===== src/rtl/au_be_gen_pkg.sv =====
// Shared types, constants and byte-enable mask helpers for the au_be_gen block.
// The DROP state exists only when AU_BE_GEN_ERR_EN is defined.
package au_be_gen_pkg;

    localparam int WORD_BYTES = 8;

    typedef enum logic [1:0] {
        IDLE = 2'd0,
        RUN  = 2'd1
`ifdef AU_BE_GEN_ERR_EN
        ,
        DROP = 2'd2
`endif
    } state_e;

    // Lanes at and above the destination offset carry frame bytes.
    function automatic logic [7:0] be_first(input logic [2:0] addr);
        return 8'hFF << addr;
    endfunction

    // Lanes at and below the lane holding the final frame byte carry frame bytes.
    function automatic logic [7:0] be_last(input logic [2:0] last_lane);
        return 8'hFF >> (3'd7 - last_lane);
    endfunction

endpackage


===== src/rtl/au_be_gen_mask.sv =====
// Combinational first/last-word byte-enable mask generator for au_be_gen.
module au_be_mask
    import au_be_gen_pkg::*;
(
    input  logic [2:0] addr_i,
    input  logic [2:0] last_lane_i,
    output logic [7:0] first_be_o,
    output logic [7:0] last_be_o
);

    assign first_be_o = be_first(addr_i);
    assign last_be_o  = be_last(last_lane_i);

endmodule


===== src/rtl/au_be_gen.sv =====
// Byte-enable generator: tags aligned 64-bit frame words with SOF/EOF and lane enables.
// Define AU_BE_GEN_ERR_EN to compile in length/framing checks (ERR_LEN, DROP state).
module au_be_gen
    import au_be_gen_pkg::*;
#(
    parameter int LEN_WIDTH = 12
) (
    input  logic                 CLK,
    input  logic                 RESET,
    input  logic [2:0]           CMD_DST_ADDR,
    input  logic [LEN_WIDTH-1:0] CMD_LEN,
    input  logic                 CMD_VLD,
    output logic                 CMD_RDY,
    input  logic [63:0]          IN_DATA,
    input  logic                 IN_SOF,
    input  logic                 IN_EOF,
    input  logic                 IN_SRC_RDY,
    output logic                 IN_DST_RDY,
    output logic [63:0]          OUT_DATA,
    output logic [7:0]           OUT_BE,
    output logic                 OUT_SOF,
    output logic                 OUT_EOF,
    output logic                 OUT_SRC_RDY,
    input  logic                 OUT_DST_RDY,
    output logic                 ERR_LEN
);

    localparam logic [LEN_WIDTH:0] CNT_ONE = (LEN_WIDTH+1)'(1);

    state_e               state_q, state_d;
    logic [LEN_WIDTH:0]   cnt_q, cnt_d;
    logic [2:0]           addr_q, addr_d;
    logic [2:0]           lane_q, lane_d;
    logic                 first_q, first_d;
    logic                 out_vld_q, out_vld_d;
    logic [63:0]          out_data_q, out_data_d;
    logic [7:0]           out_be_q, out_be_d;
    logic                 out_sof_q, out_sof_d;
    logic                 out_eof_q, out_eof_d;
    logic                 err_q, err_d;

    logic [LEN_WIDTH:0]   cmd_sum;
    logic [LEN_WIDTH:0]   cmd_words;
    logic [2:0]           cmd_last_lane;
    logic                 cmd_len_zero;
    logic [7:0]           first_be;
    logic [7:0]           last_be;
    logic                 in_xfer;
    logic                 last_word;
    logic                 unused_in;

    // Frame sideband that does not steer this block (SOF always; EOF without checking).
    assign unused_in = IN_SOF ^ IN_EOF;

    // Words spanned = ceil((offset + length) / 8), widened one bit to avoid overflow.
    assign cmd_sum       = {1'b0, CMD_LEN} + {{(LEN_WIDTH-2){1'b0}}, CMD_DST_ADDR}
                         + (LEN_WIDTH+1)'(WORD_BYTES - 1);
    assign cmd_words     = cmd_sum >> 3;
    assign cmd_last_lane = CMD_DST_ADDR + CMD_LEN[2:0] - 3'd1;
    assign cmd_len_zero  = (CMD_LEN == '0);

    au_be_mask u_mask (
        .addr_i      (addr_q),
        .last_lane_i (lane_q),
        .first_be_o  (first_be),
        .last_be_o   (last_be)
    );

    assign last_word = (cnt_q == CNT_ONE);
    assign in_xfer   = IN_SRC_RDY && IN_DST_RDY;

    always_ff @(posedge CLK or negedge RESET) begin
        if (!RESET) begin
            state_q    <= IDLE;
            cnt_q      <= '0;
            addr_q     <= '0;
            lane_q     <= '0;
            first_q    <= 1'b0;
            out_vld_q  <= 1'b0;
            out_data_q <= '0;
            out_be_q   <= '0;
            out_sof_q  <= 1'b0;
            out_eof_q  <= 1'b0;
            err_q      <= 1'b0;
        end else begin
            state_q    <= state_d;
            cnt_q      <= cnt_d;
            addr_q     <= addr_d;
            lane_q     <= lane_d;
            first_q    <= first_d;
            out_vld_q  <= out_vld_d;
            out_data_q <= out_data_d;
            out_be_q   <= out_be_d;
            out_sof_q  <= out_sof_d;
            out_eof_q  <= out_eof_d;
            err_q      <= err_d;
        end
    end

    always_comb begin
        state_d    = state_q;
        cnt_d      = cnt_q;
        addr_d     = addr_q;
        lane_d     = lane_q;
        first_d    = first_q;
        out_vld_d  = out_vld_q && !OUT_DST_RDY;
        out_data_d = out_data_q;
        out_be_d   = out_be_q;
        out_sof_d  = out_sof_q;
        out_eof_d  = out_eof_q;
        err_d      = 1'b0;
        CMD_RDY    = 1'b0;
        IN_DST_RDY = 1'b0;

        case (state_q)
            IDLE: begin
                CMD_RDY = 1'b1;
                if (CMD_VLD) begin
                    if (cmd_len_zero) begin
`ifdef AU_BE_GEN_ERR_EN
                        err_d = 1'b1;
`endif
                    end else begin
                        state_d = RUN;
                        cnt_d   = cmd_words;
                        addr_d  = CMD_DST_ADDR;
                        lane_d  = cmd_last_lane;
                        first_d = 1'b1;
                    end
                end
            end

            RUN: begin
                // Accept a word only if the output register is empty or draining now.
                IN_DST_RDY = !out_vld_q || OUT_DST_RDY;
                if (in_xfer) begin
                    out_vld_d  = 1'b1;
                    out_data_d = IN_DATA;
                    out_sof_d  = first_q;
                    out_be_d   = (first_q ? first_be : 8'hFF) & (last_word ? last_be : 8'hFF);
                    out_eof_d  = last_word;
                    first_d    = 1'b0;
                    cnt_d      = cnt_q - CNT_ONE;
                    if (last_word) begin
                        state_d = IDLE;
                    end
`ifdef AU_BE_GEN_ERR_EN
                    if (IN_EOF && !last_word) begin
                        out_be_d  = 8'hFF;
                        out_eof_d = 1'b1;
                        err_d     = 1'b1;
                        state_d   = IDLE;
                    end else if (last_word && !IN_EOF) begin
                        err_d   = 1'b1;
                        state_d = DROP;
                    end
`endif
                end
            end

`ifdef AU_BE_GEN_ERR_EN
            DROP: begin
                IN_DST_RDY = 1'b1;
                if (in_xfer && IN_EOF) begin
                    state_d = IDLE;
                end
            end
`endif

            default: begin
                state_d = IDLE;
            end
        endcase
    end

    assign OUT_DATA    = out_data_q;
    assign OUT_BE      = out_be_q;
    assign OUT_SOF     = out_sof_q;
    assign OUT_EOF     = out_eof_q;
    assign OUT_SRC_RDY = out_vld_q;
    assign ERR_LEN     = err_q;

endmodule

===== config.mk =====
export PLATFORM = sky130hd
export DESIGN_NAME = au_be_gen
export DESIGN_NICKNAME = d
export VERILOG_FILES = /design/src/rtl/au_be_gen_pkg.sv /design/src/rtl/au_be_gen_mask.sv /design/src/rtl/au_be_gen.sv
export SDC_FILE = /design/constraint.sdc
export NUM_CORES = 1
export LEC_CHECK = 0
export BUFFER_PORTS_ARGS = -buffer_cell sky130_fd_sc_hd__buf_2
export CAP_MARGIN = 20
export CORE_UTILIZATION = 45
export CTS_BUF_LIST = sky130_fd_sc_hd__clkbuf_4 sky130_fd_sc_hd__clkbuf_8
export DETAILED_ROUTE_END_ITERATION = 10
export GPL_ROUTABILITY_DRIVEN = 0
export PLACE_DENSITY = 0.77
export SYNTH_ARGS = -nofsm -noshare
export SYNTH_HDL_FRONTEND = slang
export SYNTH_HIERARCHICAL = 1
export SYNTH_SLANG_ARGS = --single-unit

===== constraint.sdc =====
create_clock -name CLK -period 4.8 [get_ports CLK]
set_input_delay 1.44 -clock CLK [delete_from_list [all_inputs] [get_ports CLK]]
set_output_delay 1.44 -clock CLK [all_outputs]
set_load 0.01 [all_outputs]

Word level (Yosys, flattened, before mapping)
Cells that the tools add are included.
{"block": "classes", "add_sub_neg": 6, "n_eq_ne": 6, "shifts": 2, "mux": 19, "bitwise_logic": 2, "n_reduce_logical": 12}
{"operator": "$mux W13", "count": 3}
{"operator": "$pmux W13 S2", "count": 1}
{"operator": "$mux W8", "count": 2}
{"operator": "$add A12 B3 Y13", "count": 1}
{"operator": "$add A13 B3 Y13 const B", "count": 1}
{"operator": "$eq A13 B1 Y1 const B", "count": 1}
{"operator": "$sub A13 B1 Y13 const B", "count": 1}
{"operator": "$logic_not A12 Y1", "count": 1}
{"operator": "$and A8 B8 Y8", "count": 1}
{"operator": "$mux W2", "count": 4}
{"operator": "$ne A2 B2 Y1 const B", "count": 4}
{"operator": "$reduce_and A4 Y1", "count": 2}
{"operator": "$shl A8 B3 Y8 const A", "count": 1}
{"operator": "$shr A8 B3 Y8 const A", "count": 1}
{"operator": "$mux W1", "count": 7}
{"operator": "$pmux W2 S2", "count": 1}
{"operator": "$add A3 B3 Y3", "count": 1}
{"operator": "$reduce_and A3 Y1", "count": 1}
{"operator": "$sub A3 B1 Y3 const B", "count": 1}
{"operator": "$sub A3 B3 Y3 const A", "count": 1}
{"operator": "$eq A2 B1 Y1 const B", "count": 1}
{"operator": "$logic_and A1 B1 Y1", "count": 2}
{"operator": "$logic_not A1 Y1", "count": 2}
{"operator": "$logic_not A2 Y1", "count": 1}
{"operator": "5 further kinds", "count": 5}
{"block": "totals", "register_bits": 97, "in_bits": 86, "output_inout_bits": 78, "wordCells": 57}

Depth between registers and ports, before layout
Gate-level depths: netlist of the first run.
{"block": "depth", "word_depth": 6, "depth_mapped": 11, "ltp_nobuf": 11}

By module
The synthesis of the first run kept the hierarchy.
{"module": "au_be_gen", "instances": 1, "cells_per_inst": 485, "area_per_inst_um2": 4289.1, "seq_area_each_um2": 2402.3}
{"module": "au_be_mask", "instances": 1, "cells_per_inst": 17, "area_per_inst_um2": 101.3, "seq_area_each_um2": 0.0}

Least setup slack after synthesis of the first run
No wires, ideal clock.
{"block": "synth_timing", "path_type": "input to output", "start": "input OUT_DST_RDY", "end": "output IN_DST_RDY", "t_arrival_ns": 1.780, "required_ns": 3.360, "setup_slack_ns": 1.580, "cell_stages": 2, "n_path_buf": 0, "path_cell_list": "nand2b_1 and2_1"}
{"block": "synth_between", "elab_chain_len": 2}
{"item": "start, declared", "line_no": "au_be_gen.sv:24", "source": "input logic OUT_DST_RDY,"}
{"item": "$logic_or A1 B1 Y1", "line_no": "au_be_gen.sv:135", "source": "IN_DST_RDY = !out_vld_q || OUT_DST_RDY;"}
{"item": "$mux W1", "line_no": "au_be_gen.sv:115", "source": "case (state_q)"}
{"item": "end, declared", "line_no": "au_be_gen.sv:18", "source": "output logic IN_DST_RDY,"}
Every way passes these cells.

Worst setup path after layout of the first run
Ends and elaborated chain as after synthesis.

==> metrics.txt, run 1 <==
via count=3867; CP cell instances=buf_2, nand2b_1, and2_1, buf_2; Detailed Routing Iterations Pass 1=4; Sw Ratio=38.1%; total global routing track utilization=20.8%; Power per Cell Area=476 nW/um^2; routed length on met3=541 um; CTS root buf=clkbuf_8; antenna violations before repair=0; WHS=0.477 ns; Cells after Synth=502; clock share of power=18.9%; Core Region=9330 sq um; Synth Flop Type=dfrtp_1; grt ovf=0; IO Pins=164; Setup TNS=0 ns; postcts setup bufs=0; outcome=finished, final reports clean; Syn. warnings=6; final antenna-violating net count=0; Mean Syn Cell Area=8.75 sq um; FMAX=287 MHz; nets@finish=749; fin worst setup slack=1.32 ns; Post-Syn Area=4390 sq um; Crit Path Max Fanout=4; ratio of cells with drive above 1 in the final layout=29.3%; routed wire length=10300 um; NetSw=0.993 mW; HPWL Detailed=7360 um; Clock Latency Late Sink=0.36 ns; routed wl met2=5140 um; DRC=0; combinational power share=32.9%; Final Setup Violations=0; CP max stage cell=nand2b_1; Reg clk slew, reported paths=0.09 ns; die width=101 um; Final period util=72.6%; leading cell type in the layout, fill and taps excluded=nand2_1; Unique masters post-synth=49; commonest cells after routing, fill and taps aside=222 x nand2_1, 159 x buf_2, 96 x dfrtp_1, 29 x o21ai_0, 20 x inv_1; global-route wire length before repair=16600 um; antenna diode count=0; Max-cap violations=0; EDFF count, synth=0; post-cts hold buffer count=0; largest net degree at the start of global routing=84; DP Worst Slack=1.30 ns; post-synthesis sequential area ratio=54.7%; fin. max-slew vios=0; vias in the first global route=3689; CP peak stage delay=0.20 ns; placed cell count=771; H-tree depth=3; share of power burned in registers=48.2%; Port Buf Inserts=160; unrepaired setup endpoints after global routing=false; P_leak=3.00 nW; metal1 wirelength=4500 um; CP Class=in -> out; TritonCTS clock tree=yes; Worst setup SP type=primary input; Worst slew margin=50.7%; HP Class=reg -> reg; Die Ht=101 um; Seq cells post-synth=96; Final Hold Fails=0; die footprint=10200 sq um; VDD IR max=226 uV; Worst Setup End Kind=output port; register-to-register setup slack=2.37 ns; Initial Util=47.1%; CTS Buf Count=9; Slew @ Worst Pin=0.739 ns; post-route insts no fill=788; Syn-to-layout area delta=24.8%; CP top delay family=simple AND/OR/NAND/NOR gates; Async SR Flop Fraction=100%; cell internal pwr=1.61 mW; Rows=35; drt via density=4.91; final setup skew=0.0249 ns; wire per inst=13.0 um; Clock Sinks=96; Period minus WS final=3.48 ns; CP most frequent cell=buf_2; Top Layer Used=met4; PostCTS Resize Cnt=0; Req. time, crit path=3.36 ns; Arr. time, crit path=2.04 ns; buffers and inverters on the worst path=2; PnR Total Power=2.61 mW; Max clock buf depth=2; DR iter-0 viols=139
==> sequential cells by signal (all words and copies together), names as in the netlist <==
register and flops:
OUT_DATA 64, state_q 1, first_q 1, OUT_BE 8, lane_q 3, OUT_EOF 1
OUT_SRC_RDY 1, OUT_SOF 1, addr_q 3, cnt_q 13
==> worst register-to-register path, stage by stage, from the launching register on <==
cell,delay (ns)
dfrtp_1,0.83
nand3_4,0.58
nand2_1,0.56
nor2_1,0.07
a221o_1,0.26
==> power by group through the flow <==
stage | sequential, mW | combinational, mW | clock, mW
6_report | 1.26 | 0.858 | 0.492
5_1_grt | 1.30 | 0.973 | 0.539
4_1_cts | 1.25 | 0.865 | 0.509
3_5_place_dp | 1.27 | 0.860 | 0
3_3_place_gp | 1.25 | 0.836 | 0
2_1_floorplan | 1.32 | 0.459 | 0
==> Yosys cell counts, types with 2 or more instances <==
library cell  count  area (sq um)
nand2_1         222           833
dfrtp_1          96          2400
o21ai_0          29           145
inv_1            20          75.1
clkbuf_1         15          56.3
a21oi_1          13          65.1
nor2_1           11          41.3
o22ai_1          10          62.6
ha_1              8           100
nand3_1           8          40.0
xnor2_1           7          61.3
nor4_1            6          37.5
nor3_1            5          25.0
xor2_1            5          43.8
buf_4             4          30.0
and3_1            3          18.8
buf_6             3          33.8
and2_1            2          12.5
buf_1             2          7.51
conb_1            2          7.51
nand2b_1          2          12.5
nor4_4            2          42.5
==> layer usage <==
layer / vias up / GRT usage (%)
met5: - / 0
met4: 0 / 8.92
li1: 1923 / -
met3: 6 / 2.91
met1: 1818 / 25.5
met2: 120 / 36.6
==> layout make-up <==
cell class              instances  area, sq um
clock buffers                  10          131
clock inverters                 6         48.8
fillers                       841         3850
inverters                      21         78.8
multi-input cells             361         1790
flip-flops and latches         96         2400
well taps                     129          161
repair buffers                165          861
==> logic make-up after synthesis <==
logic type,Yosys count,synth area share [%]
DFF,96,54.7
buffers and inverters,46,4.82
and+or+nand+nor,271,26.0
muxes,1,0.228
other,2,0.171
AOI/OAI and AO/OA,65,8.95
xor gates and xnor gates,12,2.39
adders and majority gates,9,2.74
==> final timing paths <==
| kind | cells past startpoint | startpoint | endpoint |
|---|---|---|---|
| setup / recovery | 4 | OUT_DST_RDY | IN_DST_RDY |
| min in group asynchronous | 1 | RESET | OUT_DATA[30] |
| setup reg to reg | 4 | state_q[0] | cnt_q[0] |
| hold / removal | 2 | OUT_DATA[35] | OUT_DATA[35] |
| hold reg to reg | 2 | OUT_DATA[35] | OUT_DATA[35] |
| max in group asynchronous | 3 | RESET | OUT_DATA[0] |
==> metrics by stage <==
step | util (%) | area, sq um
3_5_place_dp | 56.5 | 5270
5_1_grt | 58.7 | 5480
6_report | 58.7 | 5480
4_1_cts | 58.4 | 5450
3_3_place_gp | 56.5 | 5270
2_1_floorplan | - | 4390
Power figures use the tool's default switching activity.
==> run 2, diff against run 1 <==
PLACE_DENSITY = 0.8   (was 0.77)
clock period = 3.18 ns   (was 4.8 ns; I/O delays follow)
==> run 2 against run 1 <==
Combinational power grew 53%. Non-clock buffer count shrank 1. Utilization grew 0.42 points. Setup slack lost 0.78 ns. Critical path type is now in -> reg. Critical endpoint is now cnt_q[6]. Largest cell class unchanged.
==> metrics.txt, run 2 (synthesis gave the netlist of run 1 again) <==
commonest cells after routing, fill and taps aside=222 x nand2_1, 160 x buf_2, 96 x dfrtp_1, 29 x o21ai_0, 20 x inv_1 (was 222 x nand2_1, 159 x buf_2, 96 x dfrtp_1, 29 x o21ai_0, 20 x inv_1); Req. time, crit path=3.46 ns (was 3.36 ns); Power per Cell Area=741 nW/um^2 (was 476 nW/um^2); Final Hold Fails=0 (unchanged); # fillers=843 (was 841); register-to-register setup slack=0.85 ns (was 2.37 ns); vias in the first global route=3682 (was 3689); post-cts hold buffer count=0 (unchanged); final setup skew=0.0125 ns (was 0.0249 ns); Die Ht=101 um (unchanged); PostCTS Resize Cnt=0 (unchanged); CP peak stage delay=0.40 ns (was 0.20 ns); DR iter-0 viols=132 (was 139); P_leak=3.03 nW (was 3.00 nW); wire per inst=13.2 um (was 13.0 um); Syn-to-layout area delta=25.6% (was 24.8%); Initial Util=47.1% (unchanged); grt ovf=0 (unchanged); largest net degree at the start of global routing=69 (was 84); CP top delay family=adder cells (was simple AND/OR/NAND/NOR gates); Clock Sinks=96 (unchanged); max reg flops=64 (unchanged); PnR Total Power=4.09 mW (was 2.61 mW); TritonCTS clock tree=yes (unchanged); postcts setup bufs=0 (unchanged); die width=101 um (unchanged); Core Util, Final=59.1% (was 58.7%); final antenna-violating net count=0 (unchanged); Detailed Routing Iterations Pass 1=4 (unchanged); Worst setup SP type=primary input (unchanged); Clock Latency Late Sink=0.37 ns (was 0.36 ns); Port Buf Inserts=160 (unchanged); Core Region=9330 sq um (unchanged); CP max stage cell=fa_1 (was nand2b_1); FMAX=378 MHz; Reg clk slew, reported paths=0.10 ns (was 0.09 ns); Slew @ Worst Pin=0.728 ns (was 0.739 ns); IO Pins=164 (unchanged); CP most frequent cell=inv_1 (was buf_2); global-route wire length before repair=16700 um (was 16600 um); Setup TNS=0 ns (unchanged); Crit Path Max Fanout=4 (unchanged); antenna diode count=0 (unchanged); Arr. time, crit path=2.93 ns (was 2.04 ns); Worst Setup End Kind=register (was output port); Worst slew margin=51.4% (was 50.7%); CTS root buf=clkbuf_8 (unchanged); antenna violations before repair=0 (unchanged); buffers and inverters on the worst path=4 (was 2); Rows=35 (unchanged); Max-cap violations=0 (unchanged); Max clock buf depth=2 (unchanged); ratio of cells with drive above 1 in the final layout=29.2% (was 29.3%); CTS Buf Count=9 (unchanged); Final period util=83.2%; unrepaired setup endpoints after global routing=false (unchanged); VDD IR max=409 uV (was 226 uV); DRC=0 (unchanged); total global routing track utilization=20.9% (was 20.8%); placed cell count=770 (was 771); outcome=finished, final reports clean (unchanged); routed wire length=10400 um (was 10300 um); leading cell type in the layout, fill and taps excluded=nand2_1 (unchanged); HPWL Detailed=7500 um (was 7360 um); CP Class=in -> reg (was in -> out); Period minus WS final=2.65 ns; drt via density=4.98 (was 4.91); CP cell instances=buf_2, inv_1, ha_1, inv_1, ha_1, inv_1, fa_1, nor2b_1, o2111ai_1, xnor2_1, o21ai_0, o2bb2ai_1 (was buf_2, nand2b_1, and2_1, buf_2); via count=3919 (was 3867); H-tree depth=3 (unchanged); Final Setup Violations=0 (unchanged); fin. max-slew vios=0 (unchanged); HP Class=reg -> reg (unchanged); die footprint=10200 sq um (unchanged); nets@finish=748 (was 749); post-route insts no fill=787 (was 788)
[run 2: worst paths after layout]
kind                                  from     endpoint  depth (start not counted)
min                            OUT_DATA[2]  OUT_DATA[2]                          2
min reg2reg                    OUT_DATA[2]  OUT_DATA[2]                          2
max in group asynchronous            RESET  OUT_DATA[2]                          2
min in group asynchronous            RESET  OUT_DATA[6]                          1
max                        CMD_DST_ADDR[1]     cnt_q[6]                         12
max reg2reg                     state_q[0]  OUT_DATA[0]                          4
[run 2: layout make-up]
class / instances / area [sq um] / area share [%]
clock buffers: 10 / 138 / 2.49
clock inverters: 6 / 86.3 / 1.56
inverters: 21 / 78.8 / 1.43
multi-input cells: 361 / 1790 / 32.5
flip-flops and latches: 96 / 2400 / 43.5
well taps: 129 / 161 / 2.93
repair buffers: 164 / 856 / 15.5
[run 2: per-stage QoR]
stage	hold slack, ns	setup WS, ns	cell area (sq um)
5_1_grt	0.496	0.431	5520
3_3_place_gp	0.452	0.287	5290
2_1_floorplan	0.499	0.501	4390
3_5_place_dp	0.457	0.155	5290
4_1_cts	0.481	0.551	5510
6_report	0.475	0.534	5520
[run 2: worst min-delay path, cell delays in order, from the launching register on]
cell	delay, ns
dfrtp_1	0.35
nand2_1	0.05
nand2_1	0.05
[run 2: where the power goes]
| group | total [mW] | internal [mW] | switching, mW |
|---|---|---|---|
| combinational | 1.31 | 0.549 | 0.759 |
| clock | 0.882 | 0.407 | 0.475 |
| sequential | 1.90 | 1.59 | 0.308 |
[run 2: per-layer routing]
layer,routed length [um],up-vias,track usage [%]
li1,-,1922,-
met2,5090,150,35.6
met1,4500,1831,26.7
met3,618,16,3.81
met5,0,-,0
met4,165,0,7.47
